[src/rtl/twiddle_seq.sv]
// twiddle_seq: streams the twiddle factors W^k of one radix-2 DIT stage of a
// 1024-point FFT. Values come from an external quarter-wave cosine ROM that
// is read twice per twiddle (C(r), then S(r) = ROM[256-r]). The pair is then
// folded into the right quadrant and saturated to signed Q1.15.
module twiddle_seq #(
    parameter int unsigned LOG2N = 10,
    parameter int unsigned TW_W  = 16
) (
    input  logic                    clk,
    input  logic                    rst,
    input  logic                    start,
    input  logic [3:0]              stage,
    output logic                    busy,
    output logic                    cfg_err,
    output logic                    twact,
    output logic [LOG2N-3:0]        twa,
    input  logic [TW_W-1:0]         twdr_cos,
    output logic                    tw_valid,
    input  logic                    tw_ready,
    output logic signed [TW_W-1:0]  tw_re,
    output logic signed [TW_W-1:0]  tw_im,
    output logic [LOG2N-1:0]        tw_idx,
    output logic                    tw_last
);

    localparam int unsigned NW        = LOG2N;      // twiddle index width
    localparam int unsigned AW        = LOG2N - 2;  // ROM address width
    localparam int unsigned CW        = LOG2N - 1;  // burst counter width
    localparam int unsigned SW        = 4;          // stage field width
    localparam int unsigned XW        = TW_W + 1;   // headroom for negation
    localparam int unsigned MAX_STAGE = LOG2N - 1;

    localparam logic signed [XW-1:0] POS_MAX = XW'((1 << (TW_W - 1)) - 1);

    localparam logic [2:0] IDLE = 3'd0;
    localparam logic [2:0] RD_A = 3'd1;
    localparam logic [2:0] RD_B = 3'd2;
    localparam logic [2:0] CAP  = 3'd3;
    localparam logic [2:0] OUT  = 3'd4;

    logic [2:0]             state_q;
    logic [2:0]             state_d;
    logic [SW-1:0]          stage_q;
    logic [CW-1:0]          n_q;
    logic [TW_W-1:0]        c_q;

    logic [NW-1:0]          idx_c;
    logic [AW-1:0]          r_c;
    logic [AW-1:0]          nxt_r_c;
    logic [1:0]             q_c;
    logic                   last_c;
    logic                   stage_ok_c;
    logic signed [XW-1:0]   c_x;
    logic signed [XW-1:0]   s_x;
    logic signed [XW-1:0]   cos_x;
    logic signed [XW-1:0]   sin_x;
    logic signed [XW-1:0]   im_x;

    // k = n << (9 - s): spreads the stage's 2^s twiddles evenly over 0..511
    function automatic logic [NW-1:0] idx_of(input logic [CW-1:0] n,
                                             input logic [SW-1:0] s);
        return NW'(n) << (SW'(MAX_STAGE) - s);
    endfunction

    // Only +32768 can overflow; the most negative input is exactly -32768
    function automatic logic signed [TW_W-1:0] sat(input logic signed [XW-1:0] v);
        if (v > POS_MAX) begin
            return TW_W'(POS_MAX);
        end
        return TW_W'(v);
    endfunction

    // Index decode, quadrant folding and negation of the two ROM samples
    always_comb begin
        idx_c      = idx_of(n_q, stage_q);
        nxt_r_c    = AW'(idx_of(n_q + CW'(1), stage_q));
        r_c        = idx_c[AW-1:0];
        q_c        = idx_c[NW-1:AW];
        last_c     = (NW'(n_q) == ((NW'(1) << stage_q) - NW'(1)));
        stage_ok_c = (stage <= SW'(MAX_STAGE));
        c_x        = $signed({1'b0, c_q});
        s_x        = '0;
        if (r_c != '0) begin
            s_x = $signed({1'b0, twdr_cos});
        end
        case (q_c)
            2'd0: begin
                cos_x = c_x;
                sin_x = s_x;
            end
            2'd1: begin
                cos_x = -s_x;
                sin_x = c_x;
            end
            2'd2: begin
                cos_x = -c_x;
                sin_x = -s_x;
            end
            default: begin
                cos_x = s_x;
                sin_x = -c_x;
            end
        endcase
        im_x = -sin_x;
    end

    // State register
    always_ff @(posedge clk or posedge rst) begin
        if (rst) begin
            state_q <= IDLE;
        end else begin
            state_q <= state_d;
        end
    end

    // Next-state logic
    always_comb begin
        state_d = state_q;
        case (state_q)
            IDLE: begin
                if (start && stage_ok_c) begin
                    state_d = RD_A;
                end
            end
            RD_A: state_d = RD_B;
            RD_B: state_d = CAP;
            CAP:  state_d = OUT;
            OUT: begin
                if (tw_ready) begin
                    state_d = tw_last ? IDLE : RD_A;
                end
            end
            default: state_d = IDLE;
        endcase
    end

    // Registered outputs, ROM addressing and burst bookkeeping
    always_ff @(posedge clk or posedge rst) begin
        if (rst) begin
            busy     <= 1'b0;
            cfg_err  <= 1'b0;
            twact    <= 1'b0;
            twa      <= '0;
            tw_valid <= 1'b0;
            tw_re    <= '0;
            tw_im    <= '0;
            tw_idx   <= '0;
            tw_last  <= 1'b0;
            stage_q  <= '0;
            n_q      <= '0;
            c_q      <= '0;
        end else begin
            cfg_err <= 1'b0;
            case (state_q)
                IDLE: begin
                    if (start) begin
                        if (stage_ok_c) begin
                            busy    <= 1'b1;
                            stage_q <= stage;
                            n_q     <= '0;
                            twact   <= 1'b1;
                            twa     <= '0;
                        end else begin
                            cfg_err <= 1'b1;
                        end
                    end
                end
                RD_A: begin
                    // (256 - r) mod 256; r = 0 reads address 0, masked later
                    twa <= AW'(0) - r_c;
                end
                RD_B: begin
                    c_q   <= twdr_cos;
                    twact <= 1'b0;
                end
                CAP: begin
                    tw_re    <= sat(cos_x);
                    tw_im    <= sat(im_x);
                    tw_idx   <= idx_c;
                    tw_last  <= last_c;
                    tw_valid <= 1'b1;
                end
                OUT: begin
                    if (tw_ready) begin
                        tw_valid <= 1'b0;
                        if (tw_last) begin
                            tw_last <= 1'b0;
                            busy    <= 1'b0;
                        end else begin
                            n_q   <= n_q + CW'(1);
                            twact <= 1'b1;
                            twa   <= nxt_r_c;
                        end
                    end
                end
                default: ;
            endcase
        end
    end

endmodule

[config.mk]
export PLATFORM = sky130hd
export DESIGN_NAME = twiddle_seq
export DESIGN_NICKNAME = d
export VERILOG_FILES = /design/src/rtl/twiddle_seq.sv
export SDC_FILE = /design/constraint.sdc
export NUM_CORES = 1
export LEC_CHECK = 0
export CORE_MARGIN = 2
export CORE_UTILIZATION = 50
export DETAILED_ROUTE_END_ITERATION = 16
export PLACE_DENSITY = 0.71
export RECOVER_POWER = 25
export SETUP_SLACK_MARGIN = 0.4
export SYNTH_ARGS = -nofsm -noshare
export SYNTH_HDL_FRONTEND = slang
export SYNTH_SLANG_ARGS = --single-unit
[constraint.sdc]
create_clock -name clk -period 13.6 [get_ports clk]
set_input_delay 2.72 -clock clk [delete_from_list [all_inputs] [get_ports clk]]
set_output_delay 2.72 -clock clk [all_outputs]
set_load 0.005 [all_outputs]
==> impl_metrics.ini, run 1 <==
[logic_synthesis]
synth_area_mm2 = 0.00676
synth-main-ff-cell = dfrtp_1
netlist_instances = 823
muxShareOfSynthArea_pct = 6.20
synth.avg_cell_area_um2 = 8.21
synth_fa_ha_area_share_pct = 1.48
syn-num-nets = 855
synth_compound_area_share_pct = 26.0
synth_edf_count = 0
yosysUniqueCellTypes = 84
synth_top_family_by_area = compound AO/OA/AOI/OAI gates
yosysWarningCount = 0
yosys.area_share.simple_pct = 20.7
synth-xor-area-share_pct = 8.15
synth_top_area_share_pct = 32.2
yosys-top-cells-area = dfrtp_1, nor2_1, o21ai_0, nand2_1, xnor2_1
synth_top_area_cell = dfrtp_1
synth-seq-cells = 87
synth-async-reset-ratio_pct = 100
yosysSeqAreaShare_pct = 32.2

[placed_design]
place_inst = 1024
place_ws_ps = 6520
io_buffers = 78
place_congestion = 0.969
dp_hpwl_um = 15100

[cts]
root_buffer = clkbuf_16
ctsResizeCount = 0
cts_buffers = 9
htreeDepth = 3
post_cts_buffers = 0
insertion_delay_ps = 350
clkTransAtPathRegs_ps = 70
clock_sink_count = 87
tritoncts = built
ctsLongestPathBuffers = 2
hold_buffers = 0

[critical_path]
worstSetupPathType = reg -> reg
required_ps = 13790
critPathCaptureType = flip-flop
worstSetupStartpoint = stage_q[1]
r2r_start = stage_q[1]
path_max_fanout = 41
crit_arrival_ps = 8900
cp-start-kind = flip-flop
r2r_slack_ps = 4890

[cells_and_area]
syn2layout_area_growth_pct = 16.1
fin_nets = 891
drive_gt1_share_pct = 8.91
diodes = 0
stdcell_count = 1040

[job]
maxCapViolations = 3

[grt]
grt_pass1_vias = 5878
grt_max_degree = 53
track_usage_pct = 29.0
antenna_found_initial = 0
overflow = 0
grt_first_pass_wirelength_um = 32600

[floorplan]
placementRows = 42
start_util_pct = 51.0
core_area_mm2 = 0.0132
dieArea_mm2 = 0.0145
die_h_um = 120
io_pins = 79
die_x_um = 120

[sta]
finalCritPeriodShare_pct = 64.0
finClkSkew_ps = 8.66
slew_headroom_pct = -15.2
rsz0062_at_grt = false
min_period_ps = 8710
setup_viol = 0
setup_ws_ps = 4890
maxSlewViolCount = 116
fmax_ghz = 0.115
hold_viol = 0
fin_tns_setup_ps = 0
tightest_slew_ps = 1730
holdWs_ps = 487

[route]
drt_pass1_iterations = 5
wl_um = 20200
vias = 6451
final_antenna_net_count = 0
avgRoutedWirePerCell_um = 19.5
drtIter0Drc = 602
drc = 0
avgViaCountPerCell = 6.20

[status]
violations = max-capacitance violations, max-slew violations
status = finished with violations

[hold_path]
hold_class = reg -> reg
min_from = tw_idx[1]
synth_stat cells (8+ instances only):
library cell	instances
xnor2_1	32
and3_1	8
xor2_1	29
ha_1	8
buf_1	8
or3_1	9
mux2_2	17
clkbuf_1	36
nor3_1	15
buf_2	10
inv_1	15
nand3_1	21
o31ai_1	14
nand2_1	80
a31oi_1	17
o22ai_1	16
dfrtp_1	87
a21oi_1	51
o22a_1	14
o21ai_0	69
mux2i_1	9
nor2_1	111
placed cells by master, fill, tap and decap left out, drive strengths merged, types with 4 or more instances in the layout:
| cell | netlist | routed |
|---|---|---|
| clkbuf | 36 | 11 |
| o22ai | 16 | 16 |
| dfrtp | 87 | 87 |
| a21o | 5 | 5 |
| mux2 | 17 | 17 |
| and3 | 8 | 8 |
| ha | 8 | 8 |
| xor2 | 29 | 29 |
| mux4 | 5 | 5 |
| nand3 | 21 | 21 |
| nor2b | 5 | 5 |
| o31ai | 15 | 15 |
| nor2 | 114 | 114 |
| a221oi | 4 | 4 |
| a21oi | 53 | 53 |
| o21ai | 75 | 75 |
| xnor2 | 33 | 33 |
| a31oi | 24 | 24 |
| mux2i | 10 | 10 |
| nand2 | 80 | 80 |
| o21a | 5 | 5 |
| nand3b | 5 | 5 |
| o211ai | 9 | 9 |
| or3 | 9 | 9 |
| nor3 | 16 | 16 |
| o22a | 14 | 14 |
| clkdlybuf4s50 | 0 | 67 |
| buf | 26 | 7 |
| dlygate4sd3 | 0 | 11 |
| a211oi | 6 | 6 |
| a22oi | 4 | 4 |
| nand2b | 8 | 8 |
| and2 | 9 | 9 |
| inv | 16 | 18 |
final cells by class:
type                            count  area (µm²)
Multi-Input combinational cell    658        4240
Tap cell                          176         220
Clock buffer                        9         225
Fill cell                        1231        5400
Timing Repair Buffer               87         841
Inverter                           16        61.3
Clock inverter                      7        80.1
Sequential cell                    87        2180
routing by layer:
| layer | routed length (µm) | GRT usage [%] |
|---|---|---|
| met1 | 9960 | 47.1 |
| met2 | 8150 | 39.0 |
| met3 | 1930 | 5.90 |
| met4 | 206 | 6.54 |
| met5 | 0 | 0 |
state kept, by name, indices dropped and copies added, names as in the netlist:
| name | flops |
|---|---|
| state_q | 3 |
| n_q | 9 |
| twact | 1 |
| tw_valid | 1 |
| c_q | 16 |
| cfg_err | 1 |
| tw_im | 16 |
| stage_q | 4 |
| busy | 1 |
| tw_idx | 10 |
| tw_re | 16 |
| tw_last | 1 |
| twa | 8 |
worst max-delay path, stage by stage (launching register included):
cell      delay (ps)
dfrtp_1          320
clkbuf_1        1230
inv_1            520
ha_1            1180
mux4_1           410
o211ai_1         450
o211ai_2         430
nand2b_4         350
nand2_1          130
ha_1             360
nand3_1          200
or4_1            470
nand4_1          110
o21ba_2          180
a221o_1          280
o21ai_0          320
nor3_2           110
and2_2           210
and4_1           210
xnor2_1          150
o21ai_2          670
a31oi_2          190
final timing paths:
path / end / cells past startpoint
max: tw_im[10] / 21
min: tw_idx[1] / 2
max reg2reg: tw_im[10] / 21
min reg2reg: tw_idx[1] / 2
max in group asynchronous: c_q[12] / 3
min in group asynchronous: tw_last / 2
per-stage QoR:
stage / area, µm² / utilization (%)
after global placement: 7560 / 57.1
final: 7850 / 59.3
after CTS: 7860 / 59.4
after detailed placement: 7560 / 57.1
after floorplan: 6760 / -
after global routing: 7850 / 59.3
cell families after synthesis:
| kind of cell | Yosys count |
|---|---|
| flip-flops | 87 |
| AO/OA/AOI/OAI | 260 |
| XOR/XNOR | 62 |
| buffers and inverters | 78 |
| adder cells (fa/ha/maj) | 8 |
| AND/OR/NAND/NOR | 296 |
| multiplexers | 32 |
Power of run 1 is left out: the tool's default activity adds up to more than one toggle a clock period on the data nets, which glitch-free logic cannot reach.
==> inputs of run 2 (changes only) <==
PLACE_DENSITY = 0.73   (was 0.71)
clock period = 7.38 ns   (was 13.6 ns; I/O delays follow)
==> run 2 against run 1 <==
The run now ends clean. Hold slack worse by 13 ps. Clock-buffer cell count is 2 higher. Routed wire length is 1.1% higher. Register-to-register slack worse by 3800 ps. Clock skew is 1.7 ps lower. Via count is 0.90% higher. Critical path type unchanged. Largest cell class unchanged. Highest routed layer unchanged.
==> impl_metrics.ini, run 2 (same netlist as run 1, synthesis figures left out) <==
[status]
status = finished, final reports clean

[sta]
fin_tns_setup_ps = 0
slew_headroom_pct = 9.87
min_period_ps = 6250
finalCritPeriodShare_pct = 84.7
rsz0062_at_grt = false
finClkSkew_ps = 6.97
maxSlewViolCount = 0
fmax_ghz = 0.160
holdWs_ps = 474
hold_viol = 0
setup_viol = 0
tightest_slew_ps = 1350

[hold_path]
holdPathStages = 2
hold_class = reg -> reg
min_from = tw_idx[4]

[cts]
htreeDepth = 3
clock_sink_count = 87
insertion_delay_ps = 350
clkTransAtPathRegs_ps = 60
root_buffer = clkbuf_16
hold_buffers = 0
cts_buffers = 9
tritoncts = built
ctsLongestPathBuffers = 2
ctsResizeCount = 0
post_cts_buffers = 0

[critical_path]
crit_top_cell = ha_1
reg2reg_depth = 23
r2r_start = stage_q[2]
crit_arrival_ps = 6450
cpMaxStageDelayCell = o21ai_2
critPathBufInv = 2
worstSetupPathType = reg -> reg
crit_family = simple AND/OR/NAND/NOR gates
path_depth = 23
critPathCaptureType = flip-flop
cp-start-kind = flip-flop
path_max_fanout = 15
required_ps = 7580
worstSetupStartpoint = stage_q[2]
cpPeakStageDelay_ps = 640
cp_cell_sequence = inv_1, ha_1, xor2_1, clkbuf_1, nor2_1, nand2_1, ha_1, o211ai_2, nand2b_4, nand2_1, ha_1, nand3_1, or4_1, nand4_1, o21ba_2, a221o_1, o21ai_0, nor3_2, and2_2, and4_1, xnor2_1, o21ai_2, a31oi_1

[route]
avgViaCountPerCell = 6.25
drtIter0Drc = 870
drc = 0
avgRoutedWirePerCell_um = 19.6
vias = 6509
drt_pass1_iterations = 6
wl_um = 20500
final_antenna_net_count = 0

[placed_design]
dp_hpwl_um = 15100
place_congestion = 0.948
place_inst = 1026
io_buffers = 78

[grt]
grt_first_pass_wirelength_um = 33200
track_usage_pct = 29.2
grt_max_degree = 88
antenna_found_initial = 0
overflow = 0
grt_pass1_vias = 6087

[cells_and_area]
diodes = 0
seq_area_mm2 = 0.00218
utilization_pct = 59.5
final_common_cell = nor2_1
fin_nets = 893
largestRegisters = c_q x16, tw_im x16, tw_re x16
fillers = 1218
multi_input_area_mm2 = 0.00424
drive_gt1_share_pct = 9.12
stdcell_count = 1042
syn2layout_area_growth_pct = 16.6
most-common-layout-cells = nor2_1, dfrtp_1, nand2_1

[job]
maxCapViolations = 0

[floorplan]
die_x_um = 120
core_area_mm2 = 0.0132
start_util_pct = 51.0
placementRows = 42
die_h_um = 120
dieArea_mm2 = 0.0145
io_pins = 79
==> run 2: cell types whose count changed in the layout (fill, tap and decap cells not counted) <==
cell	delta
xnor2_1	+1
clkbuf_8	+1
clkdlybuf4s50_1	-19
inv_2	+1
clkinvlp_2	-1
buf_4	+3
inv_6	-2
clkinv_2	+1
xnor2_2	-1
dlygate4sd3_1	+19
bufinv_16	+1
inv_1	-1
inv_8	-1
==> run 2: layer usage <==
layer | share of wire [%] | wire (µm) | track usage (%) | vias to the layer above
met5 | 0 | 0 | 0 | -
met4 | 1.6 | 329 | 8.65 | 0
met3 | 9.3 | 1900 | 5.57 | 30
met2 | 41 | 8490 | 39.9 | 311
met1 | 48 | 9740 | 46.2 | 3116
li1 | - | - | - | 3052
==> run 2: worst paths after layout <==
check | end | slack [ps]
worst max-delay path | tw_im[13] | 1130
worst min-delay path | tw_idx[4] | 470
worst max register to register | tw_im[13] | 1130
worst min register to register | tw_idx[4] | 470
max in group asynchronous | c_q[12] | 4860
min in group asynchronous | state_q[0] | 1800
==> run 2: area by class of cell <==
cell class	count	area share [%]
clock inverter	5	1.03
clock buffer	11	3.08
inverter	16	0.778
multi-input combinational	658	53.8
timing repair buffer	89	10.9
sequential	87	27.6
tap	176	2.80
==> run 2: worst register-to-register path: stages (launching register included) <==
cell and delay, ps:
dfrtp_1 470, inv_1 90, ha_1 220, xor2_1 130
clkbuf_1 500, nor2_1 180, nand2_1 170, ha_1 240
o211ai_2 280, nand2b_4 330, nand2_1 130, ha_1 340
nand3_1 200, or4_1 460, nand4_1 100, o21ba_2 160
a221o_1 280, o21ai_0 320, nor3_2 110, and2_2 210
and4_1 210, xnor2_1 150, o21ai_2 640, a31oi_1 180
==> run 2: per-stage QoR <==
step	worst slack, ps	area (µm²)
finish	1130	7880
floorplan	1640	6760
global route	614	7880
global placement	1570	7570
detailed placement	1390	7570
CTS	1380	7900
Power of run 2 is left out for the same reason.
